`src/rtl/if_id_skid_reg.sv`:
```
// IF/ID pipeline register with valid/ready handshake and a 2-entry skid buffer (registered in_ready).
// Optional performance counters (stall_cnt, flush_cnt) are enabled by defining IFID_PERF_EN.
module if_id_skid_reg #(
    parameter int unsigned               INSTR_W   = 32,
    parameter int unsigned               ADDR_W    = 64,
    parameter logic [INSTR_W-1:0]        NOP_INSTR = INSTR_W'(32'h00000013)
) (
    input  logic               clk,
    input  logic               reset,
    input  logic               flush,
    input  logic               in_valid,
    output logic               in_ready,
    input  logic [INSTR_W-1:0] instr_in,
    input  logic [ADDR_W-1:0]  pc_in,
    input  logic [ADDR_W-1:0]  pcplus4_in,
    output logic               out_valid,
    input  logic               out_ready,
    output logic [INSTR_W-1:0] instr_out,
    output logic [ADDR_W-1:0]  pc_out,
    output logic [ADDR_W-1:0]  pcplus4_out
`ifdef IFID_PERF_EN
    ,
    output logic [31:0]        stall_cnt,
    output logic [31:0]        flush_cnt
`endif
);

    typedef enum logic [1:0] {
        EMPTY = 2'd0,
        ONE   = 2'd1,
        TWO   = 2'd2
    } occ_t;

    occ_t               state_q, state_d;
    logic               in_ready_q;
    logic               accept, consume;
    logic               load_main_in, load_skid_in, load_main_skid;

    logic [INSTR_W-1:0] main_instr_q;
    logic [ADDR_W-1:0]  main_pc_q, main_pc4_q;
    logic [INSTR_W-1:0] skid_instr_q;
    logic [ADDR_W-1:0]  skid_pc_q, skid_pc4_q;

    // in_ready comes from a flop; only reset gates it, never out_ready.
    assign in_ready    = in_ready_q & ~reset;
    assign out_valid   = (state_q != EMPTY);
    assign accept      = in_valid & in_ready;
    assign consume     = out_valid & out_ready;

    assign instr_out   = out_valid ? main_instr_q : NOP_INSTR;
    assign pc_out      = main_pc_q;
    assign pcplus4_out = main_pc4_q;

    always_comb begin
        state_d        = state_q;
        load_main_in   = 1'b0;
        load_skid_in   = 1'b0;
        load_main_skid = 1'b0;
        case (state_q)
            EMPTY: begin
                if (accept) begin
                    state_d      = ONE;
                    load_main_in = 1'b1;
                end
            end
            ONE: begin
                if (accept && consume) begin
                    load_main_in = 1'b1;
                end else if (accept) begin
                    state_d      = TWO;
                    load_skid_in = 1'b1;
                end else if (consume) begin
                    state_d      = EMPTY;
                end
            end
            TWO: begin
                if (consume) begin
                    state_d        = ONE;
                    load_main_skid = 1'b1;
                end
            end
            default: state_d = EMPTY;
        endcase
        // Redirect: drop every held beat and any beat arriving this cycle.
        if (flush) begin
            state_d        = EMPTY;
            load_main_in   = 1'b0;
            load_skid_in   = 1'b0;
            load_main_skid = 1'b0;
        end
    end

    always_ff @(posedge clk) begin
        if (reset) begin
            state_q    <= EMPTY;
            in_ready_q <= 1'b1;
        end else begin
            state_q    <= state_d;
            in_ready_q <= (state_d != TWO);
        end
    end

    // Main entry: pc fields keep their last value once the entry is vacated.
    always_ff @(posedge clk) begin
        if (reset) begin
            main_instr_q <= NOP_INSTR;
            main_pc_q    <= '0;
            main_pc4_q   <= '0;
        end else if (load_main_in) begin
            main_instr_q <= instr_in;
            main_pc_q    <= pc_in;
            main_pc4_q   <= pcplus4_in;
        end else if (load_main_skid) begin
            main_instr_q <= skid_instr_q;
            main_pc_q    <= skid_pc_q;
            main_pc4_q   <= skid_pc4_q;
        end
    end

    always_ff @(posedge clk) begin
        if (load_skid_in) begin
            skid_instr_q <= instr_in;
            skid_pc_q    <= pc_in;
            skid_pc4_q   <= pcplus4_in;
        end
    end

`ifdef IFID_PERF_EN
    logic [31:0] stall_cnt_q, flush_cnt_q;

    function automatic logic [31:0] sat_inc(input logic [31:0] v);
        return (v == 32'hFFFF_FFFF) ? v : v + 32'd1;
    endfunction

    always_ff @(posedge clk) begin
        if (reset) begin
            stall_cnt_q <= '0;
            flush_cnt_q <= '0;
        end else begin
            if (out_valid && !out_ready)
                stall_cnt_q <= sat_inc(stall_cnt_q);
            if (flush && (state_q != EMPTY))
                flush_cnt_q <= sat_inc(flush_cnt_q);
        end
    end

    assign stall_cnt = stall_cnt_q;
    assign flush_cnt = flush_cnt_q;
`endif

endmodule

```
`config.mk`:
```
export PLATFORM = sky130hd
export DESIGN_NAME = if_id_skid_reg
export DESIGN_NICKNAME = d
export VERILOG_FILES = /design/src/rtl/if_id_skid_reg.sv
export SDC_FILE = /design/constraint.sdc
export NUM_CORES = 1
export LEC_CHECK = 0
export CORE_UTILIZATION = 49
export DETAILED_ROUTE_END_ITERATION = 16
export PLACE_DENSITY = 0.89
export SYNTH_ARGS = -nofsm -noshare
export SYNTH_HDL_FRONTEND = slang
export SYNTH_SLANG_ARGS = --single-unit
```
`constraint.sdc`:
```
create_clock -name clk -period 17.4 [get_ports clk]
set_input_delay 2.61 -clock clk [delete_from_list [all_inputs] [get_ports clk]]
set_output_delay 2.61 -clock clk [all_outputs]
set_load 0.01 [all_outputs]
```
* Word-level counts from Yosys, hierarchy flattened *
Cells that the tools add are included.

cells by class
  eq/ne operators = 3
  multiplexer cells = 24
  bitwise gates (word level) = 4
  reductions and logical operators = 4

operator list
  operator            number
  $mux 64             4
  $mux 32             3
  $mux 2              6
  $mux 1              9
  $pmux 2 s3          1
  $reduce_bool 2->1   2
  $and 1x1->1         3
  $eq 2x1->1 const B  1
  $eq 2x2->1 const B  1
  $logic_not 2->1     1
  $ne 2x2->1 const B  1
  $pmux 1 s2          1
  $logic_and 1x1->1   1
  $not 1->1           1

word-level totals
  register bits = 323
  logic and storage cells = 43

* Depth between registers and ports, before layout *
  depth in word-level cells = 8
  mapped depth = 7
  gate-level depth less buffers = 3

* Worst setup path after synthesis *
No wires, ideal clock.

  path kind = input port to flip-flop
  from = input out_ready
  to = register skid_instr_q[0] (enable)
  arrival = 14,995 ps
  required time = 16,491 ps
  slack = 1,496 ps
  stages = 5
  buffers on the path = 3
  path through = nor2b_1 -> buf_2 -> clkbuf_1 -> clkbuf_1 -> nor3b_1

on the way
  word-level cells in the longest chain between the ends = 5

RTL lines
  item                    RTL line  source
  start, declared         17        input logic out_ready,
  $and 1x1->1             48        assign consume = out_valid & out_ready;
  $logic_and 1x1->1       67        if (accept && consume) begin
  $mux 1                  67
  $mux 1                  59        case (state_q)
  $mux 1                  85        if (flush) begin
  named net load_skid_in  37        logic load_main_in, load_skid_in, load_main_skid;
  end signal, assigned    122       skid_instr_q <= instr_in;
  end, declared           41        logic [INSTR_W-1:0] skid_instr_q;

The timed path passes the listed nets, and every way through them passes these cells.
A chain may end at the register's enable or synchronous reset.

* Worst setup path after layout *
  from = input reset
  to = output in_ready

on the way
  word-level cells in the longest chain between the ends = 2

RTL lines
  item             RTL line  source
  start, declared  9         input logic reset,
  $not 1->1        45        assign in_ready = in_ready_q & ~reset;
  $and 1x1->1      45
  end, declared    12        output logic in_ready,

Every way passes these cells.

==> metrics.cfg <==
[placed_design]
routabilityCongestion = 0.800
hpwl_mm = 21.3
place_area_um2 = 15900
placed_cells = 1679
port_buffers = 326

[yosys]
yosysSeqAreaShare = 0.641
synthXorXnorAreaFrac = 0
yosys.area_share.simple = 0.117
post_synth.cell_area_avg_um2 = 11.1
synthMuxAreaShare = 0.00318
ys_warn_count = 0
synth_fp_nets = 1301
synth_top_family_by_area = compound AO/OA/AOI/OAI gates
synthDistinctLibCells = 27
ys_ff_latch = 323
synth_compound_area_frac = 0.193
yosys.area_share.adder = 0
synth_area_um2 = 12600
syn_inst = 1136

[global_route]
gr-usage-all-layers = 0.276
globalRouteOverflowTotal = 0
grt_max_degree = 96
grt_pass1_wl_mm = 58.3
antenna_found_initial = 1
grt_pass1_vias = 10600

[critical_path]
crit_start = reset
reg2reg_depth = 5
crit_type = in2out
cp-start-kind = input pin
worstPathRequired_ns = 14.79
crit_fanout = 8
reg2reg_to = pc_out[42]$_SDFFE_PP0P_
reg2reg_from = state_q[1]$_SDFF_PP0_
worstPathArrival_ns = 3.90
r2r_slack_ns = 13.82
endpoint_kind = output port
crit_end = in_ready

[clock_network]
cts_tree = done
numCtsBuffers = 34
htree_levels = 2
path_clk_slew_ns = 0.06
root_buffer = clkbuf_16
insertion_delay_ns = 0.51
ctsHoldBuffers = 0
cts.sinks = 323
postCtsSetupBuffers = 0
ctsResizeCount = 0
clk_path_buf_depth = 3

[floorplan]
ioPinCount = 327
initial_core_util = 0.500
chipHeight_um = 162
core_area_um2 = 25200
die_area_um2 = 26300
die_x_um = 162
num_rows = 58

[timing]
maxSlewViolCount = 0
finalCritPeriodShare = 0.374
fin_skew_ns = 0.0169
finalSetupTns_ns = 0
rsz0062_at_grt = no
hold_viol = 0
worst_slew_margin_rel = 0.242
timing.fmax_mhz = 154
setup_viol = 0
worst_pin_slew_ns = 1.14
layout_min_cycle_time_ns = 6.51

[power_and_ir_drop]
powerDensity_nw_per_um2 = 102
finalPower_mw = 1.73
leakagePower_nw = 5.35
max-vdd-ir-drop_mv = 0.0821

[routing]
dr.pass1.iters = 6
vias = 10900
postRouteAntennaNets = 0
drt_iter0_markers = 1260
via_per_inst = 6.24
route.detailed.drc = 0
wl_per_cell_um = 21.4
routed_wl_mm = 37.2

[finish]
antennaDiodeCount = 0
drive_gt1_frac = 0.0532
layout.cells.non_filler = 1740
fillerInstances = 1763
multi_input_area_um2 = 4000
layout_common_cells = clkdlybuf4s50_1, nand2_1, dfxtp_1
post-route-util = 0.674
fin_area_um2 = 17000
fin_nets = 1550
final_common_cell = clkdlybuf4s50_1
synthToLayoutAreaGrowth_pct = 35.0
regArea_um2 = 8070

[run_status]
outcome = finished clean

[flow_run]
drv_cap = 0

[hold_path]
hold_class = reg2reg

## routing by layer
| metal | vias up | share of wire | track usage |
|---|---|---|---|
| met2 | 726 | 0.47 | 0.434 |
| met3 | 121 | 0.097 | 0.0585 |
| met5 | - | 0 | 0 |
| li1 | 4834 | - | - |
| met1 | 5185 | 0.38 | 0.365 |
| met4 | 0 | 0.047 | 0.131 |
## where the power goes
part | switching, mW | internal (mW) | total (mW)
combinational | 0.0778 | 0.0842 | 0.162
sequential | 0.0119 | 0.819 | 0.831
clock | 0.289 | 0.444 | 0.733
total | 0.379 | 1.35 | 1.73
## synthesized netlist by cell type
| master | count | area [um^2] |
|---|---|---|
| a2111o_1 | 2 | 22.5 |
| edfxtp_1 | 160 | 4800 |
| clkbuf_1 | 108 | 405 |
| buf_1 | 1 | 3.75 |
| buf_2 | 7 | 35.0 |
| nand2b_1 | 1 | 6.26 |
| nor2b_1 | 31 | 194 |
| dfxtp_1 | 163 | 3260 |
| nand3b_1 | 1 | 7.51 |
| a31oi_1 | 157 | 982 |
| or3_1 | 1 | 6.26 |
| or2_2 | 3 | 18.8 |
| nor3b_1 | 1 | 7.51 |
| clkinv_1 | 1 | 3.75 |
| nand2_1 | 315 | 1180 |
| buf_6 | 11 | 124 |
| or3b_2 | 1 | 8.76 |
| o41ai_1 | 158 | 1380 |
| or4bb_1 | 1 | 11.3 |
| a2bb2oi_1 | 3 | 26.3 |
| inv_1 | 1 | 3.75 |
| o31a_1 | 1 | 8.76 |
| mux2i_1 | 4 | 40.0 |
| nor4bb_1 | 1 | 10.0 |
| a2111oi_0 | 1 | 8.76 |
| nor2_1 | 1 | 3.75 |
| nand4bb_1 | 1 | 11.3 |
## worst min path at each step
stage / startpoint / endpoint / slack, ns / depth (start not counted)
floorplan: main_instr_q[10]$_SDFFE_PP0P_ / main_instr_q[10]$_SDFFE_PP0P_ / 0.45 / 2
global placement: main_instr_q[15]$_SDFFE_PP0P_ / main_instr_q[15]$_SDFFE_PP0P_ / 0.46 / 2
detailed placement: pcplus4_out[51]$_SDFFE_PP0P_ / pcplus4_out[51]$_SDFFE_PP0P_ / 0.46 / 2
CTS: main_instr_q[24]$_SDFFE_PP0P_ / main_instr_q[24]$_SDFFE_PP0P_ / 0.47 / 2
global route: main_instr_q[24]$_SDFFE_PP0P_ / main_instr_q[24]$_SDFFE_PP0P_ / 0.49 / 2
finish: main_instr_q[24]$_SDFFE_PP0P_ / main_instr_q[24]$_SDFFE_PP0P_ / 0.47 / 2
## state kept, by name, summed over array words and instances (netlist names)
register	count
pc_out	64
pcplus4_out	64
skid_pc4_q	64
skid_pc_q	64
main_instr_q	32
skid_instr_q	32
state_q	2
in_ready_q	1
## cells by family (layout without fill, tap and decap cells)
family	after synthesis	after routing
AOI/OAI and AO/OA	322	322
buffers and inverters	129	403
DFF	323	323
muxes	4	4
and+or+nand+nor	358	358
## worst max-delay path, stage by stage
cell and delay (ns):
clkdlybuf4s50_1 0.57, nor2b_1 0.18, clkdlybuf4s50_1 0.55
## final cells by class
cell class / count / area share
sequential: 323 / 0.475
multi-input combinational: 684 / 0.235
timing repair buffer: 340 / 0.198
clock buffer: 49 / 0.0589
tap: 330 / 0.0243
clock inverter: 12 / 0.00766
inverter: 2 / 0.000589
## through the flow
step	worst slack, ns	hold WS [ns]
2_1_floorplan	1.50	0.445
3_3_place_gp	10.90	0.458
3_5_place_dp	10.91	0.465
4_1_cts	10.89	0.473
5_1_grt	10.87	0.486
6_report	10.89	0.473
Note: power is estimated with default switching activity, not from simulation.
